File: config.mk
export PLATFORM = sky130hd
export DESIGN_NAME = init_pop_param
export DESIGN_NICKNAME = d
export VERILOG_FILES = /design/src/rtl/init_pop_param.sv
export SDC_FILE = /design/constraint.sdc
export NUM_CORES = 1
export LEC_CHECK = 0
export ABC_CLOCK_PERIOD_IN_PS = 1950
export BUFFER_PORTS_ARGS = -buffer_cell sky130_fd_sc_hd__buf_2
export CORE_MARGIN = 2
export CORE_UTILIZATION = 35
export CTS_CLUSTER_SIZE = 25
export DETAILED_ROUTE_END_ITERATION = 6
export HOLD_SLACK_MARGIN = 0.15
export PLACE_DENSITY = 0.55
export SLEW_MARGIN = 20
export SYNTH_ARGS = -nofsm -noshare
export SYNTH_HDL_FRONTEND = slang
export SYNTH_SLANG_ARGS = --single-unit
File: constraint.sdc
create_clock -name clk -period 1.95 [get_ports clk]
set_clock_uncertainty 0.05 [all_clocks]
set_input_delay 0.195 -clock clk [delete_from_list [all_inputs] [get_ports clk]]
set_output_delay 0.195 -clock clk [all_outputs]
set_load 0.02 [all_outputs]
File: src/rtl/init_pop_param.sv
// Population initialiser: seeds a 32-bit Galois LFSR and fills the population CHUNK_W bits per cycle.
// Optional macro INIT_POP_NONZERO_EN adds a FIX pass that forces every all-zero genome to 1.
module init_pop_param #(
    parameter int GENOME_W    = 8,
    parameter int NUM_GENOMES = 16,
    parameter int CHUNK_W     = 8
) (
    input  logic                            clk,
    input  logic                            rst,
    input  logic                            start,
    input  logic [31:0]                     seed,
    output logic [GENOME_W*NUM_GENOMES-1:0] population,
    output logic                            busy,
    output logic                            done
);
    localparam int POP_W    = GENOME_W * NUM_GENOMES;
    localparam int N_CHUNKS = (POP_W + CHUNK_W - 1) / CHUNK_W;
    localparam int CNT_W    = $clog2(N_CHUNKS + 1);
    localparam logic [31:0] LFSR_TAPS = 32'h8020_0003;

`ifdef INIT_POP_NONZERO_EN
    localparam int IDX_W = $clog2(NUM_GENOMES + 1);
    typedef enum logic [1:0] {S_IDLE, S_FILL, S_FIX, S_DONE} state_t;
`else
    typedef enum logic [1:0] {S_IDLE, S_FILL, S_DONE} state_t;
`endif

    state_t             state_q, state_d;
    logic [31:0]        lfsr_q, lfsr_d;
    logic [POP_W-1:0]   pop_q, pop_d;
    logic [CNT_W-1:0]   cnt_q, cnt_d;
    logic [31:0]        lfsr_step;
    logic [POP_W+CHUNK_W-1:0] pop_shifted;
`ifdef INIT_POP_NONZERO_EN
    logic [IDX_W-1:0]   idx_q, idx_d;
    logic [31:0]        fix_base;
`endif

    always_comb begin
        lfsr_step   = {1'b0, lfsr_q[31:1]} ^ (lfsr_q[0] ? LFSR_TAPS : 32'h0);
        // Concatenation gives shift-in-and-truncate; early chunk MSBs fall off the top.
        pop_shifted = {pop_q, lfsr_step[CHUNK_W-1:0]};
    end

    always_comb begin
        state_d = state_q;
        lfsr_d  = lfsr_q;
        pop_d   = pop_q;
        cnt_d   = cnt_q;
        busy    = 1'b1;
        done    = 1'b0;
`ifdef INIT_POP_NONZERO_EN
        idx_d    = idx_q;
        fix_base = 32'(idx_q) * GENOME_W;
`endif
        case (state_q)
            S_IDLE: begin
                busy = 1'b0;
                if (start) begin
                    lfsr_d  = (seed == 32'h0) ? 32'h1 : seed;
                    pop_d   = '0;
                    cnt_d   = '0;
`ifdef INIT_POP_NONZERO_EN
                    idx_d   = '0;
`endif
                    state_d = S_FILL;
                end
            end
            S_FILL: begin
                lfsr_d = lfsr_step;
                pop_d  = pop_shifted[POP_W-1:0];
                cnt_d  = cnt_q + 1'b1;
                if (cnt_q == CNT_W'(N_CHUNKS - 1)) begin
`ifdef INIT_POP_NONZERO_EN
                    state_d = S_FIX;
`else
                    state_d = S_DONE;
`endif
                end
            end
`ifdef INIT_POP_NONZERO_EN
            S_FIX: begin
                if (pop_q[fix_base +: GENOME_W] == '0)
                    pop_d[fix_base +: GENOME_W] = GENOME_W'(1);
                idx_d = idx_q + 1'b1;
                if (idx_q == IDX_W'(NUM_GENOMES - 1))
                    state_d = S_DONE;
            end
`endif
            S_DONE: begin
                done    = 1'b1;
                state_d = S_IDLE;
            end
            default: state_d = S_IDLE;
        endcase
    end

    always_ff @(posedge clk) begin
        if (rst) begin
            state_q <= S_IDLE;
            lfsr_q  <= 32'h1;
            pop_q   <= '0;
            cnt_q   <= '0;
`ifdef INIT_POP_NONZERO_EN
            idx_q   <= '0;
`endif
        end else begin
            state_q <= state_d;
            lfsr_q  <= lfsr_d;
            pop_q   <= pop_d;
            cnt_q   <= cnt_d;
`ifdef INIT_POP_NONZERO_EN
            idx_q   <= idx_d;
`endif
        end
    end

    assign population = pop_q;

endmodule

# Yosys cells after proc, flatten, opt, wreduce, memory -nomap -nowiden
# Index checks and enable logic that the tools add are counted.
[classes] addsub=1 eq_ne=5 muxes=13 n_bitwise=1 n_reduce_logical=5
[ops] operator="128-bit one-hot mux with 2 select lines" count=1
[ops] operator="128-bit 2-to-1 mux" count=1
[ops] operator="32-bit 2-to-1 mux" count=3
[ops] operator="32-bit one-hot mux with 2 select lines" count=1
[ops] operator="32-bit zero test" count=1
[ops] operator="31-bit by 32-bit XOR with 32-bit output" count=1
[ops] operator="5-bit one-hot mux with 2 select lines" count=1
[ops] operator="5-bit by 1-bit adder with 5-bit output, second input constant" count=1
[ops] operator="5-bit by 4-bit == test with 1-bit output, second input constant" count=1
[ops] operator="5-bit 2-to-1 mux" count=1
[ops] operator="2-bit 2-to-1 mux" count=2
[ops] operator="2-bit != test, second input constant" count=2
[ops] operator="2-bit one-hot mux with 2 select lines" count=1
[ops] operator="2-bit AND reduction" count=2
[ops] operator="2-bit by 1-bit == test with 1-bit output, second input constant" count=1
[ops] operator="2-bit == test, second input constant" count=1
[ops] operator="2-bit zero test" count=1
[ops] operator="1-bit 2-to-1 mux" count=2
[ops] operator="2-bit nonzero test" count=1
[totals] ff_bits=167 output_inout_bits=130 wordCells=29

# Longest topological paths before layout
[logic_depth] depth_word=4 depth_mapped=7 depth_no_buf=4

# Worst setup path after synthesis
# OpenSTA, ideal clock, no wires.
[synth_timing] path_kind="reg2reg" from="register state_q[1]" to="register pop_q[100] (netlist: population[100])" setup_time_ps=128 t_arrival_ps=1171 t_required_ps=1772 slack_ps=602 path_stages_with_launch=8 period_less_slack_ps=1348 cell_sequence="dfxtp_1 > buf_6 > o21bai_1 > buf_6 > buf_6 > buf_6 > a22oi_1 > nor2_1"
[synth_between] elab_chain_cells=3
[synth_lines] element="from (decl)" line_no="28" rtl="state_t state_q, state_d;"
[synth_lines] element="from (signal assigned)" line_no="108" rtl="state_q <= state_d;"
[synth_lines] element="2-bit by 1-bit == test with 1-bit output or 2-bit zero test (tied branches)" line_no="56" rtl="case (state_q)"
[synth_lines] element="2-bit nonzero test (no line) or 2-bit != test (tied branches)"
[synth_lines] element="2-bit AND reduction (no line)"
[synth_lines] element="to (signal assigned)" line_no="110" rtl="pop_q <= pop_d;"
[synth_lines] element="to (decl)" line_no="30" rtl="logic [POP_W-1:0] pop_q, pop_d;"
# Parallel ways exist; a longest one is shown, timed or not.
# A chain may end at the register's enable or synchronous reset.

# Worst setup path in the final report
[layout_timing] from="input seed[0]" to="register lfsr_q[0]"
[layout_between] elab_chain_cells=4
[layout_lines] element="from (decl)" line_no="11" rtl="input logic [31:0] seed,"
[layout_lines] element="32-bit zero test" line_no="60" rtl="lfsr_d = (seed == 32'h0) ? 32'h1 : seed;"
[layout_lines] element="32-bit 2-to-1 mux (*)" line_no="60"
[layout_lines] element="32-bit 2-to-1 mux (*)" line_no="59" rtl="if (start) begin"
[layout_lines] element="32-bit one-hot mux with 2 select lines (*)" line_no="56"
[layout_lines] element="to (signal assigned)" line_no="109" rtl="lfsr_q <= lfsr_d;"
[layout_lines] element="to (decl)" line_no="29" rtl="logic [31:0] lfsr_q, lfsr_d;"
# Every way passes the cells marked *; elsewhere a longest branch is shown, timed or not. The select of a mux whose other input is x is not followed.

==> results_dict.tcl <==
set metrics [dict create \
    peakVddDrop_mv 0.595 \
    syn_area_sq_mm 0.00617 \
    tns_ns 0 \
    yosysWarningCount 0 \
    hold-path-endpoint "lfsr_q[10]" \
    gp_congestion 0.781 \
    stdcell_area_sq_mm 0.00776 \
    wl_microns 16700 \
    route.met3.wl_microns 1060 \
    synthArstFlopShare_pct 0 \
    die_h_microns 137 \
    gr-total-overflow 0 \
    via_count 5460 \
    hold_violations 0 \
    dieArea_sq_mm 0.0187 \
    placeableCoreArea_sq_mm 0.0173 \
    p_leak_nw 3.42 \
    grt_use_total_pct 17.8 \
    slew_viol_final 0 \
    clkSlewWorstSetupHoldPaths_ns 0.07 \
    critPathArrivalTime_ns 2.19 \
    antenna_left 0 \
    drt_iter0_markers 290 \
    antenna_found_initial 0 \
    area_growth_pct 25.7 \
    post-place-cells 1012 \
    hold_start "seed[10]" \
    clockBufferDepth 2 \
    cts_buffers 17 \
    clockRootBuffer "clkbuf_16" \
    synth_area_leaders "dfxtp_1, a22oi_1, nor2_1" \
    clock.fmax_ghz 0.529 \
    start_util_pct 35.7 \
    fp-row-count 48 \
    finalSetupViolCount 0 \
    p_per_area_mw_per_mm2 906 \
    first_global_vias 5155 \
    synth_area_leader_cell "dfxtp_1" \
    firstDrtPassIters 7 \
    crit_type "input pin to flip-flop" \
    clk-insertion-delay-late_ns 0.42 \
    viasPerCell 5.15 \
    fp.dieW_microns 137 \
    dp_slack_ns 0.199 \
    io_buffers 164 \
    postCtsSetupBuffers 0 \
    rsz0062_at_grt "no" \
    crit_start "seed[0]" \
    max-slew-margin-rel_pct 40.3 \
    grt_pass1_wl_microns 26400 \
    avgSynthCellArea_sq_um 9.22 \
    synth_seq_cells 167 \
    n_fill_cell 1721 \
    fin_util_pct 44.9 \
    cts_sinks 167 \
    grt_max_degree 92 \
    routedWlPerCell_microns 15.7 \
    syn_inst 670 \
    hold_depth 5 \
    synth_ff_type "dfxtp_1" \
    ff2ff_setup_slack_ns 0.21 \
    nets 861 \
    worstRegToRegCells 3 \
    drive_above_1_share_pct 25.5 \
    htree_levels 4 \
    yosysMostFrequentCell "nor2_1" \
    finalCritPeriodShare_pct 96.9 \
    synth_cell_types 37 \
    reg2reg_from "state_q[1]" \
    highest-signal-layer "met4" \
    netlist.area_leader.share_pct 54.1 \
    seq_area_frac_synth_pct 54.1 \
    dp_hpwl_microns 11100 \
    dr_wl_met2_microns 7850 \
    layoutNonFillerInstCount 1061 \
    hold_class "input pin to flip-flop" \
    io_pins 165 \
    tightestPinTransition_ns 0.894 \
    r2r_end "population[125]" \
    endpoint_kind "flip-flop" \
    drc 0 \
    tritoncts "built" \
    startpoint_type "input pin" \
    status "completed" \
    placed_area_sq_mm 0.00707 \
    synth_edf_count 0 \
    period_needed_ns 1.89 \
    wl_met1_microns 7620 \
    cap_violations 0 \
    yosys-top-cells-count "nor2_1, dfxtp_1, a22oi_1, a21oi_1, a22o_1" \
    diodes 0 \
    cp.required_ns 2.25 \
    syn_nets 707 \
    setup_ws_ns 0.0600 \
    worstPathMaxFanout 2 \
]
state kept, by name (all words and copies together) (netlist names):
| signal | count |
|---|---|
| population | 128 |
| lfsr_q | 32 |
| state_q | 2 |
| cnt_q | 5 |
final cells by class:
| type | instances | area [sq um] | share of cell area, % |
|---|---|---|---|
| multi-input cells | 440 | 2480 | 32.0 |
| clock inverters | 8 | 52.6 | 0.677 |
| inverters | 1 | 3.75 | 0.0484 |
| clock buffers | 23 | 458 | 5.90 |
| repair buffers | 197 | 1140 | 14.7 |
| flip-flops and latches | 167 | 3340 | 43.1 |
| well taps | 225 | 282 | 3.63 |
timing repair:
item | 4_1_cts | 5_1_grt
hold endpoints to repair | 17 | 0
resized for setup | 0 | 1
hold buffers | 18 | 0
endpoints found under the setup margin | 0 | 1
kinds of logic after synthesis:
logic type      synth area share (%)
compound gates                  21.0
xor+xnor                       0.426
fa+ha+maj                      0.405
buf+inv                         6.06
flops                           54.1
mux                            0.182
simple gates                    17.8
power breakdown:
part           internal, mW  switching, mW
Clock                  1.65           1.29
Sequential             3.49         0.0503
Combinational         0.201          0.357
cells in the final DEF (no fill, tap or decap), types with 2 or more instances in the layout:
cell	count
buf_12	2
nor2b_1	24
ha_1	2
nand4_1	2
buf_4	14
clkbuf_1	5
o21ai_0	2
clkinv_4	2
a21oi_1	34
a211oi_1	7
dlygate4sd3_1	18
nand2_1	15
a22o_1	33
clkbuf_16	17
nor2_1	174
buf_2	163
clkinv_2	4
clkinvlp_4	2
nor3_1	23
dfxtp_1	167
nor4_1	7
xor2_1	2
a22oi_1	95
through the flow:
stage                     hold WS, ns  power [mW]
final                           0.169        7.03
after global routing            0.195        7.32
after CTS                       0.151        7.10
after detailed placement        0.406        4.14
after global placement          0.396        4.13
after floorplan                 0.286        4.01
worst max-delay path, stage by stage:
cell	delay, ns
dlygate4sd3_1	0.54
buf_2	0.14
nor4_1	0.31
nand4_1	0.17
o21a_1	0.19
dlygate4sd3_1	0.55
o21ai_1	0.11
layer usage:
layer	global-route usage (%)	vias up
met1	23.4	2627
met5	0	-
met4	4.93	0
met3	5.07	11
met2	28.4	151
li1	-	2671
how the worst max path moves through the flow:
stage          slack, ns         endpoint
2_1_floorplan       0.60  population[100]
3_3_place_gp        0.24         cnt_q[4]
3_5_place_dp        0.20         cnt_q[4]
4_1_cts             0.03        lfsr_q[0]
5_1_grt            0.007        lfsr_q[0]
6_report            0.06        lfsr_q[0]
Note: power is estimated with default switching activity, not from simulation.
